===== config.mk =====
export PLATFORM = sky130hd
export DESIGN_NAME = multiword_add_sequencer
export DESIGN_NICKNAME = d
export VERILOG_FILES = /design/src/rtl/add_seq_pkg.sv /design/src/rtl/carry_lookahead_adder.sv /design/src/rtl/multiword_add_sequencer.sv
export SDC_FILE = /design/constraint.sdc
export NUM_CORES = 1
export LEC_CHECK = 0
export CAP_MARGIN = 20
export CORE_UTILIZATION = 55
export DETAILED_ROUTE_END_ITERATION = 10
export DONT_BUFFER_PORTS = 1
export PLACE_DENSITY = 0.73
export SYNTH_ARGS = -nofsm -noshare
export SYNTH_HDL_FRONTEND = slang
export SYNTH_HIERARCHICAL = 1
export SYNTH_SLANG_ARGS = --single-unit

===== constraint.sdc =====
create_clock -name clk_i -period 3.53 [get_ports clk_i]
set_input_delay 1.059 -clock clk_i [delete_from_list [all_inputs] [get_ports clk_i]]
set_output_delay 1.059 -clock clk_i [all_outputs]
set_load 0.01 [all_outputs]

===== src/rtl/add_seq_pkg.sv =====
// Shared types and constants for the slice-serial wide adder.
package add_seq_pkg;

    localparam int unsigned SLICE_W = 16;

    typedef enum logic [1:0] {
        IDLE,
        RUN,
        DONE
    } state_t;

    function automatic int unsigned slice_idx_w(input int unsigned num_slices);
        return $clog2(num_slices);
    endfunction

endpackage


===== src/rtl/carry_lookahead_adder.sv =====
// 16-bit two-level carry-lookahead adder: four 4-bit groups plus a group-level lookahead unit.
module carry_lookahead_adder (
    input  logic [15:0] A_i,
    input  logic [15:0] B_i,
    input  logic        Cin,
    output logic [15:0] Sum_o,
    output logic        Cout
);

    logic [15:0] g;
    logic [15:0] p;
    logic [15:0] c;
    logic [3:0]  gg;
    logic [3:0]  gp;
    logic [4:0]  gc;

    assign g = A_i & B_i;
    assign p = A_i ^ B_i;

    genvar k;
    generate
        for (k = 0; k < 4; k = k + 1) begin : g_grp
            assign gg[k] = g[4*k+3]
                         | (p[4*k+3] & g[4*k+2])
                         | (p[4*k+3] & p[4*k+2] & g[4*k+1])
                         | (p[4*k+3] & p[4*k+2] & p[4*k+1] & g[4*k]);
            assign gp[k] = p[4*k+3] & p[4*k+2] & p[4*k+1] & p[4*k];

            assign c[4*k]   = gc[k];
            assign c[4*k+1] = g[4*k] | (p[4*k] & gc[k]);
            assign c[4*k+2] = g[4*k+1]
                            | (p[4*k+1] & g[4*k])
                            | (p[4*k+1] & p[4*k] & gc[k]);
            assign c[4*k+3] = g[4*k+2]
                            | (p[4*k+2] & g[4*k+1])
                            | (p[4*k+2] & p[4*k+1] & g[4*k])
                            | (p[4*k+2] & p[4*k+1] & p[4*k] & gc[k]);
        end
    endgenerate

    // Group carries are flattened so none of them waits on another group carry.
    assign gc[0] = Cin;
    assign gc[1] = gg[0] | (gp[0] & Cin);
    assign gc[2] = gg[1] | (gp[1] & gg[0]) | (gp[1] & gp[0] & Cin);
    assign gc[3] = gg[2] | (gp[2] & gg[1]) | (gp[2] & gp[1] & gg[0])
                 | (gp[2] & gp[1] & gp[0] & Cin);
    assign gc[4] = gg[3] | (gp[3] & gg[2]) | (gp[3] & gp[2] & gg[1])
                 | (gp[3] & gp[2] & gp[1] & gg[0])
                 | (gp[3] & gp[2] & gp[1] & gp[0] & Cin);

    assign Sum_o = p ^ c;
    assign Cout  = gc[4];

endmodule


===== src/rtl/multiword_add_sequencer.sv =====
// Wide add/subtract built from one 16-bit slice adder, one slice per cycle LSB first,
// with the inter-slice carry held in a register. Valid/ready on both request and result.
module multiword_add_sequencer
    import add_seq_pkg::*;
#(
    parameter int unsigned NUM_SLICES = 4
) (
    input  logic                            clk_i,
    input  logic                            rst_i,
    input  logic                            in_valid_i,
    output logic                            in_ready_o,
    input  logic [SLICE_W*NUM_SLICES-1:0]   a_i,
    input  logic [SLICE_W*NUM_SLICES-1:0]   b_i,
    input  logic                            cin_i,
    input  logic                            sub_i,
    output logic                            out_valid_o,
    input  logic                            out_ready_i,
    output logic [SLICE_W*NUM_SLICES-1:0]   sum_o,
    output logic                            cout_o,
    output logic                            ovf_o,
    output logic                            busy_o
);

    localparam int unsigned W  = SLICE_W * NUM_SLICES;
    localparam int unsigned IW = slice_idx_w(NUM_SLICES);
    localparam logic [IW-1:0] LAST_IDX = IW'(NUM_SLICES - 1);

    state_t            state_q;
    state_t            state_d;
    logic [W-1:0]      a_q;
    logic [W-1:0]      b_q;
    logic [W-1:0]      sum_q;
    logic [IW-1:0]     idx_q;
    logic              carry_q;
    logic              cout_q;
    logic              ovf_q;

    logic              accept;
    logic              last_slice;
    logic [SLICE_W-1:0] a_slice;
    logic [SLICE_W-1:0] b_slice;
    logic [SLICE_W-1:0] slice_sum;
    logic              slice_cout;

    assign a_slice    = a_q[idx_q*SLICE_W +: SLICE_W];
    assign b_slice    = b_q[idx_q*SLICE_W +: SLICE_W];
    assign last_slice = (idx_q == LAST_IDX);

    carry_lookahead_adder u_slice_add (
        .A_i   (a_slice),
        .B_i   (b_slice),
        .Cin   (carry_q),
        .Sum_o (slice_sum),
        .Cout  (slice_cout)
    );

    always_ff @(posedge clk_i) begin
        if (rst_i) begin
            state_q <= IDLE;
        end else begin
            state_q <= state_d;
        end
    end

    always_comb begin
        state_d     = state_q;
        in_ready_o  = 1'b0;
        out_valid_o = 1'b0;
        busy_o      = 1'b0;
        accept      = 1'b0;
        case (state_q)
            IDLE: begin
                in_ready_o = 1'b1;
                if (in_valid_i) begin
                    accept  = 1'b1;
                    state_d = RUN;
                end
            end
            RUN: begin
                busy_o = 1'b1;
                if (last_slice) begin
                    state_d = DONE;
                end
            end
            DONE: begin
                busy_o      = 1'b1;
                out_valid_o = 1'b1;
                if (out_ready_i) begin
                    state_d = IDLE;
                end
            end
            default: begin
                state_d = IDLE;
            end
        endcase
    end

    // Subtraction is folded in at accept time: B is stored inverted with carry-in forced high.
    always_ff @(posedge clk_i) begin
        if (rst_i) begin
            a_q     <= '0;
            b_q     <= '0;
            sum_q   <= '0;
            idx_q   <= '0;
            carry_q <= 1'b0;
            cout_q  <= 1'b0;
            ovf_q   <= 1'b0;
        end else if (accept) begin
            a_q     <= a_i;
            b_q     <= sub_i ? ~b_i : b_i;
            carry_q <= sub_i ? 1'b1 : cin_i;
            idx_q   <= '0;
            sum_q   <= '0;
        end else if (state_q == RUN) begin
            sum_q[idx_q*SLICE_W +: SLICE_W] <= slice_sum;
            carry_q <= slice_cout;
            idx_q   <= idx_q + 1'b1;
            if (last_slice) begin
                cout_q <= slice_cout;
                ovf_q  <= (a_q[W-1] == b_q[W-1]) & (slice_sum[SLICE_W-1] != a_q[W-1]);
            end
        end
    end

    assign sum_o  = sum_q;
    assign cout_o = cout_q;
    assign ovf_o  = ovf_q;

endmodule


==> results of run 1 <==
-- worst max-delay path by stage --
stage	start	endpoint	slack [ns]	depth (start not counted)
2_1_floorplan	idx_q[0]	sum_o[45]	0.22	13
3_3_place_gp	idx_q[0]	sum_o[13]	0.14	13
3_5_place_dp	idx_q[0]	sum_o[61]	0.07	12
4_1_cts	idx_q[0]	sum_o[13]	0.03	13
5_1_grt	idx_q[0]	sum_o[13]	-0.006	13
6_report	idx_q[0]	sum_o[13]	0.17	12
-- cells in the final DEF, fill, tap and decap left out, drive strengths merged, types with 25 or more instances in the layout --
cell type  synthesis  routed
nand2            161     161
a21oi             74      74
xnor2             69      69
mux4              32      32
a211oi            67      67
nor2             110     110
ha                25      25
o21ai             39      39
dfxtp            199     199
a32oi             32      32
nand3             38      38
-- logic make-up (layout without fill, tap and decap cells) --
logic type / Yosys count / after routing
xor+xnor: 73 / 73
compound gates: 231 / 231
mux: 36 / 36
fa+ha+maj: 29 / 29
simple gates: 339 / 339
flops: 199 / 199
buf+inv: 96 / 68
-- layer usage --
layer / vias to the layer above / global-route usage [%] / wire, µm
met2: 234 / 40.0 / 10300
met1: 3346 / 33.4 / 9900
met4: 0 / 8.17 / 419
met5: - / 0 / 0
met3: 28 / 6.97 / 1490
li1: 3432 / - / -
-- synthesized netlist by cell type (12+ instances only) --
cell      count
nor2_1      110
a211oi_2     32
dfxtp_1     199
nand3_1      37
a32oi_1      32
mux4_2       32
buf_2        31
nand2_1     161
buf_4        24
clkbuf_1     21
xnor2_1      69
a21oi_1      74
a211oi_1     35
ha_1         25
o21ai_0      37
inv_1        12
-- layout make-up --
type / count / area, µm²
Tap cell: 220 / 275
Fill cell: 1398 / 6520
Sequential cell: 199 / 3990
Clock inverter: 12 / 140
Clock buffer: 20 / 447
Inverter: 12 / 45.0
Multi-Input combinational cell: 708 / 4930
Timing Repair Buffer: 24 / 234
-- power groups by stage --
stage	clock network (µW)	registers, µW	logic (µW)
global route	2080	2870	2670
floorplan	0	2790	1900
CTS	1980	2830	2390
detailed placement	0	2880	2370
finish	1960	2830	2430
global placement	0	2870	2330
-- tightest hold or removal path, delay by kind of cell, from the launching register on --
family | cells | cell delay [ns]
simple gates | 1 | 0.05
flops | 1 | 0.31
compound gates | 1 | 0.05
-- sequential cells by signal, indices dropped and copies added (netlist names) --
name,flops
carry_q,1
sum_o,64
a_q,64
ovf_o,1
b_q,64
cout_o,1
idx_q,2
state_q,2
-- metrics by stage --
stage | hold WS, ns | total power, µW | setup slack [ns] | instances
finish | 0.455 | 7220 | 0.170 | 1195
global route | 0.469 | 7620 | -0.00600 | 1195
CTS | 0.453 | 7200 | 0.0282 | 1195
detailed placement | 0.442 | 5250 | 0.0685 | 1163
global placement | 0.438 | 5200 | 0.145 | 1163
floorplan | 0.433 | 4690 | 0.220 | 1003
-- repair_timing --
item / in CTS / in global routing
endpoints found under the setup margin: 1 / 8
resized for setup: 1 / 8
pin swaps: 0 / 0
==> impl_metrics.prom, run 1 <==
# TYPE chip_impl_metric gauge
chip_impl_metric{name="critical_path_arrival",unit="ns"} 3.70
chip_impl_info{name="synthFlopType",value="dfxtp_1"} 1
chip_impl_metric{name="numCtsBuffers",unit=""} 17
chip_impl_metric{name="clk_transition_reported_paths",unit="ns"} 0.07
chip_impl_metric{name="power.sequential.fraction",unit="%"} 39.2
chip_impl_info{name="yosys-top-cells-area",value="dfxtp_1, mux4_2, nand2_1"} 1
chip_impl_metric{name="overflow",unit=""} 0
chip_impl_metric{name="initial_antenna_violation_count",unit=""} 0
chip_impl_metric{name="syn_avg_cell_area",unit="µm²"} 9.34
chip_impl_info{name="tritoncts_clock_tree",value="done"} 1
chip_impl_info{name="regToRegEndpoint",value="sum_o[13]"} 1
chip_impl_metric{name="synth-xor-area-share",unit="%"} 6.82
chip_impl_metric{name="synthesis.area",unit="µm²"} 9370
chip_impl_metric{name="drt_first_pass_iters",unit=""} 6
chip_impl_metric{name="timing.critical_path.buf_inv",unit=""} 1
chip_impl_metric{name="synth_compound_gate_area_share",unit="%"} 17.8
chip_impl_metric{name="int_pwr",unit="µW"} 4670
chip_impl_metric{name="fp.dieW",unit="µm"} 133
chip_impl_metric{name="synth_cell_types",unit=""} 50
chip_impl_metric{name="drt-total-wl",unit="mm"} 22.2
chip_impl_info{name="critical_path.top_delay_family",value="compound AO/OA/AOI/OAI gates"} 1
chip_impl_info{name="critical_path.most_common_cell",value="nand2_1"} 1
chip_impl_metric{name="io_buffers",unit=""} 0
chip_impl_metric{name="power_density",unit="nW/µm²"} 717
chip_impl_metric{name="drv_cap",unit=""} 0
chip_impl_info{name="timing.hold.worst.class",value="register to register"} 1
chip_impl_metric{name="dpl-instance-area",unit="µm²"} 9440
chip_impl_metric{name="max_clock_freq",unit="MHz"} 298
chip_impl_metric{name="report.final.hold_viol_count",unit=""} 0
chip_impl_metric{name="grt_max_degree",unit=""} 138
chip_impl_metric{name="core",unit="µm²"} 16600
chip_impl_metric{name="static-leakage-power",unit="µW"} 0.00352
chip_impl_metric{name="std_cell_rows",unit=""} 47
chip_impl_info{name="yosysTopAreaCell",value="dfxtp_1"} 1
chip_impl_info{name="crit-reg2reg-launch",value="idx_q[0]"} 1
chip_impl_metric{name="finalMaxSlewViolations",unit=""} 0
chip_impl_info{name="cts-root-buf",value="clkbuf_16"} 1
chip_impl_metric{name="via_count_of_the_first_global_routing_pass",unit=""} 6479
chip_impl_info{name="setup.worst_path.end_class",value="register"} 1
chip_impl_metric{name="maximum_level_of_the_cts_h_tree",unit=""} 4
chip_impl_metric{name="synth_top_area_share",unit="%"} 42.5
chip_impl_metric{name="cp.required",unit="ns"} 3.87
chip_impl_metric{name="power_frac_comb",unit="%"} 33.7
chip_impl_info{name="status",value="completed"} 1
chip_impl_metric{name="clk_path_buf_depth",unit=""} 2
chip_impl_metric{name="area_growth",unit="%"} 7.40
chip_impl_metric{name="synth.area.mux_share",unit="%"} 8.12
chip_impl_metric{name="post_synth_simple_gate_area",unit="%"} 15.1
chip_impl_metric{name="gpl.final_weighted_congestion",unit=""} 0.849
chip_impl_info{name="holdCritStartpoint",value="a_q[26]"} 1
chip_impl_metric{name="via_count",unit=""} 7040
chip_impl_metric{name="cts_hold_buf",unit=""} 0
chip_impl_metric{name="r2r_setup_slack",unit="ns"} 0.17
chip_impl_metric{name="relSlewSlack",unit="%"} 46.7
chip_impl_metric{name="drcViolationCount",unit=""} 0
chip_impl_metric{name="final_min_period_over_clock_period",unit="%"} 95.2
chip_impl_metric{name="io_pins",unit=""} 203
chip_impl_metric{name="dpl.hpwl",unit="mm"} 15.7
chip_impl_info{name="timing_worst_setup_path_type",value="register to register"} 1
chip_impl_metric{name="worst_hold_path.num_cells",unit=""} 2
chip_impl_metric{name="clk_latency",unit="ns"} 0.44
chip_impl_metric{name="worstMarginPinSlew",unit="ns"} 0.797
chip_impl_metric{name="finalSetupViolCount",unit=""} 0
chip_impl_metric{name="finalCriticalPeriod",unit="ns"} 3.36
chip_impl_metric{name="detail_route.vias_per_cell",unit=""} 5.89
chip_impl_metric{name="post_cts_buffers",unit=""} 0
chip_impl_metric{name="synth_nets",unit=""} 1166
chip_impl_info{name="hold_path_end",value="a_q[26]"} 1
chip_impl_metric{name="drive_above_1_share",unit="%"} 13.9
chip_impl_info{name="cp_slowest_cell",value="mux4_2"} 1
chip_impl_metric{name="dieHeight",unit="µm"} 133
chip_impl_metric{name="die_area",unit="µm²"} 17600
chip_impl_metric{name="setup_total_negative_slack",unit="ns"} 0
chip_impl_metric{name="ys.warnings.count",unit=""} 6
chip_impl_metric{name="synthCells",unit=""} 1003
chip_impl_metric{name="final_area",unit="µm²"} 10100
chip_impl_metric{name="synth_sequential_area_ratio",unit="%"} 42.5
chip_impl_metric{name="drt_first_iter_violations",unit=""} 497
chip_impl_metric{name="starting_density_of_the_core",unit="%"} 56.5
chip_impl_metric{name="grt_use_total",unit="%"} 25.3
chip_impl_metric{name="clock-skew-final",unit="ns"} 0.00837
chip_impl_metric{name="finalNetCount",unit=""} 1125
chip_impl_metric{name="synth-edff-count",unit=""} 0
chip_impl_metric{name="worst_r2r_path_depth",unit=""} 12
chip_impl_metric{name="antenna_left",unit=""} 0
chip_impl_info{name="critical_path.cell_chain",value="buf_12 -> mux4_2 -> ha_1 -> a21oi_1 -> nand2_1 -> o21ai_2 -> a31oi_1 -> a211o_1 -> fa_1 -> xor2_2 -> nand2_1 -> o21ai_0"} 1
chip_impl_metric{name="critPathMaxFanout",unit=""} 6
chip_impl_info{name="timing.critical_path.from_type",value="register"} 1
chip_impl_metric{name="synth.ff_latch_count",unit=""} 199
chip_impl_metric{name="synth_adder_area_share",unit="%"} 4.19
chip_impl_metric{name="grt_pass1_wl",unit="mm"} 34.5
chip_impl_metric{name="finish.utilization",unit="%"} 60.7
chip_impl_metric{name="antenna_cells",unit=""} 0
chip_impl_metric{name="clock_sinks",unit=""} 199
chip_impl_metric{name="power.switching",unit="µW"} 2550
chip_impl_metric{name="cp_slowest_stage_delay",unit="ns"} 0.54
chip_impl_metric{name="max-vdd-ir-drop",unit="mV"} 0.447
chip_impl_metric{name="detail_route.wl_per_cell",unit="µm"} 18.5
chip_impl_info{name="main_combinational_cell_family_by_area_after_synthesis",value="compound AO/OA/AOI/OAI gates"} 1
chip_impl_metric{name="clock_network_power_share",unit="%"} 27.1
chip_impl_metric{name="switching_share",unit="%"} 35.3
chip_impl_metric{name="synth_async_sr_flop_share",unit="%"} 0
No activity file was read; power rests on OpenSTA's default activity.
==> run 2: changes to the inputs <==
--- a/config.mk
+++ b/config.mk
@@ -6,9 +6,11 @@
 export NUM_CORES = 1
 export LEC_CHECK = 0
 export CAP_MARGIN = 20
+export CORE_ASPECT_RATIO = 1.2
 export CORE_UTILIZATION = 55
 export DETAILED_ROUTE_END_ITERATION = 10
 export DONT_BUFFER_PORTS = 1
+export GPL_TIMING_DRIVEN = 0
 export PLACE_DENSITY = 0.73
 export SYNTH_ARGS = -nofsm -noshare
 export SYNTH_HDL_FRONTEND = slang
==> run 2 against run 1 <==
Effect of this change: critical endpoint is now sum_o[9]; routed wire length grew 16%; register-to-register slack about the same; highest routed layer unchanged; critical path type unchanged; largest cell class unchanged; design area rose by 3.8%; final cell count grew 4.6%; via count up 5.3%; first-iteration DRC count up 3.0%; hold slack hardly changed; critical path depth unchanged.
==> impl_metrics.prom, run 2 (synthesized netlist as in run 1, its figures left out) <==
# TYPE chip_impl_metric gauge
chip_impl_metric{name="detail_route.wl_per_cell",unit="µm"} 20.5
chip_impl_metric{name="clock_sinks",unit=""} 199
chip_impl_metric{name="timing.critical_path.buf_inv",unit=""} 2
chip_impl_metric{name="finish.utilization",unit="%"} 63.5
chip_impl_metric{name="drt-total-wl",unit="mm"} 25.7
chip_impl_metric{name="drive_above_1_share",unit="%"} 17.0
chip_impl_metric{name="antenna_cells",unit=""} 0
chip_impl_metric{name="final_area",unit="µm²"} 10400
chip_impl_metric{name="finalNetCount",unit=""} 1191
chip_impl_metric{name="regArea",unit="µm²"} 3990
chip_impl_metric{name="clk_transition_reported_paths",unit="ns"} 0.07
chip_impl_info{name="tritoncts_clock_tree",value="done"} 1
chip_impl_metric{name="maximum_level_of_the_cts_h_tree",unit=""} 4
chip_impl_metric{name="final_min_period_over_clock_period",unit="%"} 95.3
chip_impl_metric{name="gpl.final_weighted_congestion",unit=""} 0.854
chip_impl_info{name="final_cell_mix",value="dfxtp_1, nand2_1, nor2_1"} 1
chip_impl_metric{name="cp.required",unit="ns"} 3.90
chip_impl_metric{name="antenna_left",unit=""} 0
chip_impl_metric{name="dpl-instance-area",unit="µm²"} 9630
chip_impl_metric{name="clk_latency",unit="ns"} 0.44
chip_impl_info{name="status",value="completed"} 1
chip_impl_metric{name="std_cell_rows",unit=""} 51
chip_impl_info{name="timing.critical_path.from_type",value="register"} 1
chip_impl_metric{name="via_count_of_the_first_global_routing_pass",unit=""} 7284
chip_impl_metric{name="starting_density_of_the_core",unit="%"} 56.9
chip_impl_metric{name="initial_antenna_violation_count",unit=""} 0
chip_impl_metric{name="setup_total_negative_slack",unit="ns"} 0
chip_impl_metric{name="overflow",unit=""} 0
chip_impl_info{name="setup.worst_path.end_class",value="register"} 1
chip_impl_metric{name="detail_route.vias_per_cell",unit=""} 5.93
chip_impl_metric{name="clk_path_buf_depth",unit=""} 2
chip_impl_metric{name="cp_slowest_stage_delay",unit="ns"} 0.53
chip_impl_metric{name="worstMarginPinSlew",unit="ns"} 0.692
chip_impl_metric{name="power_density",unit="nW/µm²"} 737
chip_impl_metric{name="io_pins",unit=""} 203
chip_impl_metric{name="clock-skew-final",unit="ns"} 0.0104
chip_impl_metric{name="via_count",unit=""} 7412
chip_impl_metric{name="grt_pass1_wl",unit="mm"} 39.4
chip_impl_info{name="cp_slowest_cell",value="mux4_2"} 1
chip_impl_metric{name="critical_path_arrival",unit="ns"} 3.73
chip_impl_metric{name="drt_first_iter_violations",unit=""} 512
chip_impl_metric{name="grt_use_total",unit="%"} 29.7
chip_impl_info{name="timing.hold.worst.class",value="register to register"} 1
chip_impl_info{name="critical_path.top_delay_family",value="adder cells"} 1
chip_impl_info{name="unrepaired_setup_endpoints_after_global_routing",value="false"} 1
chip_impl_metric{name="dpl.hpwl",unit="mm"} 19.7
chip_impl_metric{name="drt_first_pass_iters",unit=""} 5
chip_impl_metric{name="cts_hold_buf",unit=""} 0
chip_impl_metric{name="max-vdd-ir-drop",unit="mV"} 0.417
chip_impl_metric{name="dieHeight",unit="µm"} 145
chip_impl_metric{name="critPathMaxFanout",unit=""} 10
chip_impl_metric{name="numCtsBuffers",unit=""} 17
chip_impl_metric{name="io_buffers",unit=""} 0
chip_impl_metric{name="drv_cap",unit=""} 0
chip_impl_info{name="cts-root-buf",value="clkbuf_16"} 1
chip_impl_metric{name="drcViolationCount",unit=""} 0
chip_impl_metric{name="finalMaxSlewViolations",unit=""} 0
chip_impl_metric{name="report.final.hold_viol_count",unit=""} 0
chip_impl_info{name="leading_cell_type_in_the_layout_fill_and_taps_excluded",value="dfxtp_1"} 1
chip_impl_metric{name="fp.dieW",unit="µm"} 121
chip_impl_metric{name="fin_hold_ws",unit="ns"} 0.455
chip_impl_metric{name="grt_max_degree",unit=""} 17
chip_impl_metric{name="finalCriticalPeriod",unit="ns"} 3.37
chip_impl_info{name="critical_path.cell_chain",value="buf_6 -> buf_12 -> mux4_2 -> ha_1 -> a21oi_2 -> or2_1 -> a21oi_1 -> or2_2 -> fa_1 -> xor2_1 -> nand2_1 -> o21ai_0"} 1
chip_impl_metric{name="max_clock_freq",unit="MHz"} 297
chip_impl_metric{name="fillCellCount",unit=""} 1365
chip_impl_metric{name="die_area",unit="µm²"} 17600
chip_impl_metric{name="relSlewSlack",unit="%"} 53.8
chip_impl_metric{name="area_used_by_multi_input_combinational_logic",unit="µm²"} 4930
chip_impl_info{name="timing_worst_setup_path_type",value="register to register"} 1
chip_impl_metric{name="core",unit="µm²"} 16500
chip_impl_metric{name="area_growth",unit="%"} 11.5
chip_impl_metric{name="static-leakage-power",unit="µW"} 0.00376
chip_impl_metric{name="finalSetupViolCount",unit=""} 0
-- run 2: cell count changes in the layout (fill, tap and decap cells not counted), moves of 4 or more --
| cell | change |
|---|---|
| buf_6 | +6 |
| bufinv_16 | +4 |
| clkbuf_1 | +19 |
| buf_2 | +31 |
-- run 2: per-stage QoR --
step	worst slack [ns]	total power, µW	cells
after floorplan	0.220	4690	1003
after global placement	-0.291	5340	1215
after detailed placement	-0.363	5390	1215
after CTS	0.0287	7600	1246
after global routing	0.00278	8060	1250
final	0.165	7700	1250
-- run 2: cell type report --
type	count	area share, %
Inverter	12	0.431
Tap cell	212	2.54
Sequential cell	199	38.2
Buffer	84	4.93
Multi-Input combinational cell	708	47.2
Clock buffer	17	4.07
Timing Repair Buffer	6	0.551
Clock inverter	12	2.12
-- run 2: final timing paths --
| check | from | to | slack, ns | cells after the start |
|---|---|---|---|---|
| setup / recovery | idx_q[0] | sum_o[9] | 0.16 | 12 |
| setup reg to reg | idx_q[0] | sum_o[9] | 0.16 | 12 |
| hold / removal | a_q[12] | a_q[12] | 0.46 | 2 |
| hold reg to reg | a_q[12] | a_q[12] | 0.46 | 2 |
-- run 2: routing by layer --
metal | global-route usage, % | share of wire, % | up-vias
met5 | 0 | 0 | -
met4 | 14.4 | 3.9 | 0
met3 | 8.84 | 8.3 | 54
met2 | 49.9 | 49 | 281
met1 | 34.0 | 39 | 3517
li1 | - | - | 3560
-- run 2: repair_timing --
action / in CTS / in global routing
setup endpoints to repair: 15 / 21
buffers inserted: 2 / 4
resized for setup: 13 / 12
pin swaps: 1 / 4
-- run 2: report_power, final --
group / total [µW] / leakage, µW / switching, µW / internal, µW
combinational: 2680 / 0.00181 / 1620 / 1070
sequential: 2840 / 0.00163 / 235 / 2610
clock: 2180 / 0.000320 / 857 / 1320
total: 7700 / 0.00376 / 2710 / 4990
-- run 2: worst register-to-register path, delay by kind of cell (launching register included) --
family                   cells  cell delay (ns)
flip-flops                   1             0.36
buffers and inverters        2             0.29
adder cells (fa/ha/maj)      2             0.71
AO/OA/AOI/OAI                3             0.47
multiplexers                 1             0.54
XOR/XNOR                     1             0.29
AND/OR/NAND/NOR              3             0.63
==> run 3: changes to the inputs <==
--- a/config.mk
+++ b/config.mk
@@ -5,6 +5,7 @@
 export SDC_FILE = /design/constraint.sdc
 export NUM_CORES = 1
 export LEC_CHECK = 0
+export ABC_AREA = 1
 export CAP_MARGIN = 20
 export CORE_ASPECT_RATIO = 1.2
 export CORE_UTILIZATION = 55
==> run 3 against run 2 <==
Effect of this change: clock-buffer cell count up 4; largest cell class unchanged; clock power down 13%; via count up 18%; clock skew up 0.00089 ns; setup slack better by 0.014 ns; core utilization down 1.9 points; hold slack better by 0.023 ns; largest power group is now combinational logic; sequential cell count unchanged; maximum frequency up 0.41%; critical path type unchanged; die area up 1.7%; non-clock buffer count down 1; register-to-register slack about the same.
==> impl_metrics.prom, run 3 <==
# TYPE chip_impl_metric gauge
chip_impl_metric{name="max-vdd-ir-drop",unit="mV"} 0.491
chip_impl_metric{name="area_growth",unit="%"} 9.27
chip_impl_metric{name="finalCriticalPeriod",unit="ns"} 3.35
chip_impl_metric{name="grt_use_total",unit="%"} 30.3
chip_impl_metric{name="final_cell_count_no_fill",unit=""} 1555
chip_impl_metric{name="synth_sequential_area_ratio",unit="%"} 41.8
chip_impl_metric{name="synth-edff-count",unit=""} 0
chip_impl_metric{name="power.switching",unit="µW"} 3680
chip_impl_info{name="cts-root-buf",value="clkbuf_16"} 1
chip_impl_metric{name="final_min_period_over_clock_period",unit="%"} 94.9
chip_impl_metric{name="report.final.hold_viol_count",unit=""} 0
chip_impl_info{name="leading_cell_type_in_the_layout_fill_and_taps_excluded",value="nor2_1"} 1
chip_impl_metric{name="via_count_of_the_first_global_routing_pass",unit=""} 7909
chip_impl_metric{name="drive_above_1_share",unit="%"} 9.19
chip_impl_info{name="timing.critical_path.from_type",value="register"} 1
chip_impl_metric{name="numCtsBuffers",unit=""} 17
chip_impl_metric{name="worst_hold_path.num_cells",unit=""} 2
chip_impl_metric{name="antenna_left",unit=""} 0
chip_impl_metric{name="detail_route.vias_per_cell",unit=""} 5.63
chip_impl_metric{name="clock_sinks",unit=""} 199
chip_impl_info{name="setup.worst_path.end_class",value="register"} 1
chip_impl_metric{name="clock-skew-final",unit="ns"} 0.0113
chip_impl_metric{name="finalNetCount",unit=""} 1489
chip_impl_metric{name="grt_pass1_wl",unit="mm"} 41.2
chip_impl_metric{name="synth_nets",unit=""} 1470
chip_impl_info{name="final_cell_mix",value="nor2_1, dfxtp_1, nand2_1"} 1
chip_impl_metric{name="fp.dieW",unit="µm"} 122
chip_impl_metric{name="maximum_level_of_the_cts_h_tree",unit=""} 4
chip_impl_info{name="unrepaired_setup_endpoints_after_global_routing",value="false"} 1
chip_impl_metric{name="starting_density_of_the_core",unit="%"} 56.4
chip_impl_metric{name="clock_network_power_share",unit="%"} 21.8
chip_impl_metric{name="drt_first_iter_violations",unit=""} 806
chip_impl_info{name="topRoutingLayerUsed",value="met4"} 1
chip_impl_metric{name="drt_first_pass_iters",unit=""} 6
chip_impl_metric{name="max_clock_freq",unit="MHz"} 298
chip_impl_metric{name="numPlacedInstances",unit=""} 1523
chip_impl_info{name="yosys-top-cells-area",value="dfxtp_1, nor2_1, o21ai_0"} 1
chip_impl_metric{name="finalMaxSlewViolations",unit=""} 0
chip_impl_metric{name="io_buffers",unit=""} 0
chip_impl_metric{name="ys.warnings.count",unit=""} 6
chip_impl_metric{name="synth.ff_latch_count",unit=""} 199
chip_impl_metric{name="critPathMaxFanout",unit=""} 10
chip_impl_metric{name="antenna_cells",unit=""} 0
chip_impl_info{name="yosysTopAreaCell",value="dfxtp_1"} 1
chip_impl_metric{name="finalSetupViolCount",unit=""} 0
chip_impl_metric{name="die_area",unit="µm²"} 17900
chip_impl_metric{name="detail_route.wl_per_cell",unit="µm"} 17.4
chip_impl_metric{name="initial_antenna_violation_count",unit=""} 0
chip_impl_info{name="tritoncts_clock_tree",value="done"} 1
chip_impl_metric{name="route.layer.met1.wl",unit="mm"} 11.1
chip_impl_info{name="status",value="completed"} 1
chip_impl_metric{name="pre_cts_ws",unit="ns"} -0.0792
chip_impl_metric{name="power_density",unit="nW/µm²"} 830
chip_impl_metric{name="clk_path_buf_depth",unit=""} 2
chip_impl_metric{name="met2WireLength",unit="mm"} 12.6
chip_impl_metric{name="worst_r2r_path_depth",unit=""} 17
chip_impl_metric{name="switching_share",unit="%"} 42.6
chip_impl_metric{name="cp.required",unit="ns"} 3.90
chip_impl_info{name="timing.hold.worst.class",value="register to register"} 1
chip_impl_metric{name="int_pwr",unit="µW"} 4970
chip_impl_metric{name="r2r_setup_slack",unit="ns"} 0.18
chip_impl_metric{name="io_pins",unit=""} 203
chip_impl_metric{name="power_frac_comb",unit="%"} 43.1
chip_impl_metric{name="clk_latency",unit="ns"} 0.44
chip_impl_metric{name="synth_async_sr_flop_share",unit="%"} 0
chip_impl_metric{name="synth_top_area_share",unit="%"} 41.8
chip_impl_metric{name="syn_avg_cell_area",unit="µm²"} 7.29
chip_impl_metric{name="relSlewSlack",unit="%"} 63.0
chip_impl_metric{name="power.sequential.fraction",unit="%"} 35.1
chip_impl_metric{name="gpl.final_weighted_congestion",unit=""} 0.933
chip_impl_info{name="synthFlopType",value="dfxtp_1"} 1
chip_impl_metric{name="dpl.hpwl",unit="mm"} 20.8
chip_impl_metric{name="critical_path_arrival",unit="ns"} 3.72
chip_impl_metric{name="drv_cap",unit=""} 0
chip_impl_metric{name="setup_slack",unit="ns"} 0.178
chip_impl_metric{name="dr_wl_met3",unit="mm"} 2.18
chip_impl_metric{name="worstMarginPinSlew",unit="ns"} 0.555
chip_impl_metric{name="drt-total-wl",unit="mm"} 27.0
chip_impl_metric{name="static-leakage-power",unit="µW"} 0.00438
chip_impl_metric{name="grt_max_degree",unit=""} 17
chip_impl_metric{name="drcViolationCount",unit=""} 0
chip_impl_metric{name="synthesis.area",unit="µm²"} 9530
chip_impl_metric{name="core",unit="µm²"} 16900
chip_impl_metric{name="via_count",unit=""} 8754
chip_impl_metric{name="synth_cell_types",unit=""} 31
chip_impl_info{name="timing_worst_setup_path_type",value="register to register"} 1
chip_impl_metric{name="final_total_power",unit="µW"} 8650
chip_impl_info{name="post_synth_most_frequent_cells",value="nor2_1, dfxtp_1, nand2_1"} 1
chip_impl_metric{name="fillCellCount",unit=""} 1567
chip_impl_metric{name="dieHeight",unit="µm"} 146
chip_impl_metric{name="std_cell_rows",unit=""} 52
chip_impl_metric{name="overflow",unit=""} 0
chip_impl_metric{name="synthCells",unit=""} 1307
chip_impl_metric{name="clk_transition_reported_paths",unit="ns"} 0.07
chip_impl_info{name="synth.most_common_cell",value="nor2_1"} 1
## run 3: final timing paths
kind / endpoint / from
setup reg to reg: sum_o[61] / idx_q[0]
hold / removal: a_q[25] / a_q[25]
setup / recovery: sum_o[61] / idx_q[0]
hold reg to reg: a_q[25] / a_q[25]
## run 3: worst max-delay path, cell delays in order (launching register included)
cell and delay, ns:
dfxtp_2 0.44, buf_2 0.24, clkbuf_4 0.25, o21ai_1 0.08, o22ai_1 0.32, ha_1 0.35
nand2_1 0.08, nand2_1 0.05, nor2_1 0.13, nand2_2 0.11, nand3_2 0.08, nand2_2 0.09
fa_1 0.38, xor2_1 0.21, nand2_1 0.10, nor2_1 0.15, nand2_1 0.09, a21oi_1 0.13
## run 3: what timing repair did
action,4_1_cts,5_1_grt
setup endpoints to repair,6,20
hold buffers,0,0
buffers inserted,0,0
gates resized for setup,3,27
cloned,0,0
pin swaps,0,0
## run 3: layout make-up
class	instances	area, µm²	share of cell area, %
Clock buffer	21	470	4.52
Buffer	89	472	4.53
Tap cell	216	270	2.59
Sequential cell	199	3990	38.3
Clock inverter	11	97.6	0.937
Inverter	74	278	2.67
Multi-Input combinational cell	945	4840	46.5
## run 3: layer usage
layer | up-vias | global-route usage [%]
li1 | 4300 | -
met1 | 3979 | 38.4
met2 | 417 | 49.4
met3 | 58 | 5.27
met4 | 0 | 14.8
met5 | - | 0
## run 3: metrics by stage
stage	setup TNS, ns	hold slack, ns	cell area (µm²)	utilization [%]
after floorplan	0	0.450	9530	-
after global placement	-0.148	0.457	9800	58.0
after detailed placement	-0.201	0.467	9800	58.0
after CTS	0	0.482	10400	61.4
after global routing	0	0.505	10400	61.6
final	0	0.478	10400	61.6
## run 3: power by group through the flow
stage | registers (µW) | clock network [µW] | logic (µW)
final | 3030 | 1890 | 3730
after global routing | 3070 | 1990 | 4170
after CTS | 3020 | 1890 | 3650
after detailed placement | 3060 | 0 | 3620
after global placement | 3050 | 0 | 3570
after floorplan | 2940 | 0 | 2710
## run 3: logic make-up (layout without fill, tap and decap cells)
kind of cell | count (synthesis) | after routing | share of synthesized area, %
and+or+nand+nor | 462 | 462 | 19.2
AOI/OAI and AO/OA | 383 | 383 | 20.7
DFF | 199 | 199 | 41.8
buffers and inverters | 163 | 195 | 7.68
xor gates and xnor gates | 71 | 71 | 6.52
adders and majority gates | 29 | 29 | 4.12
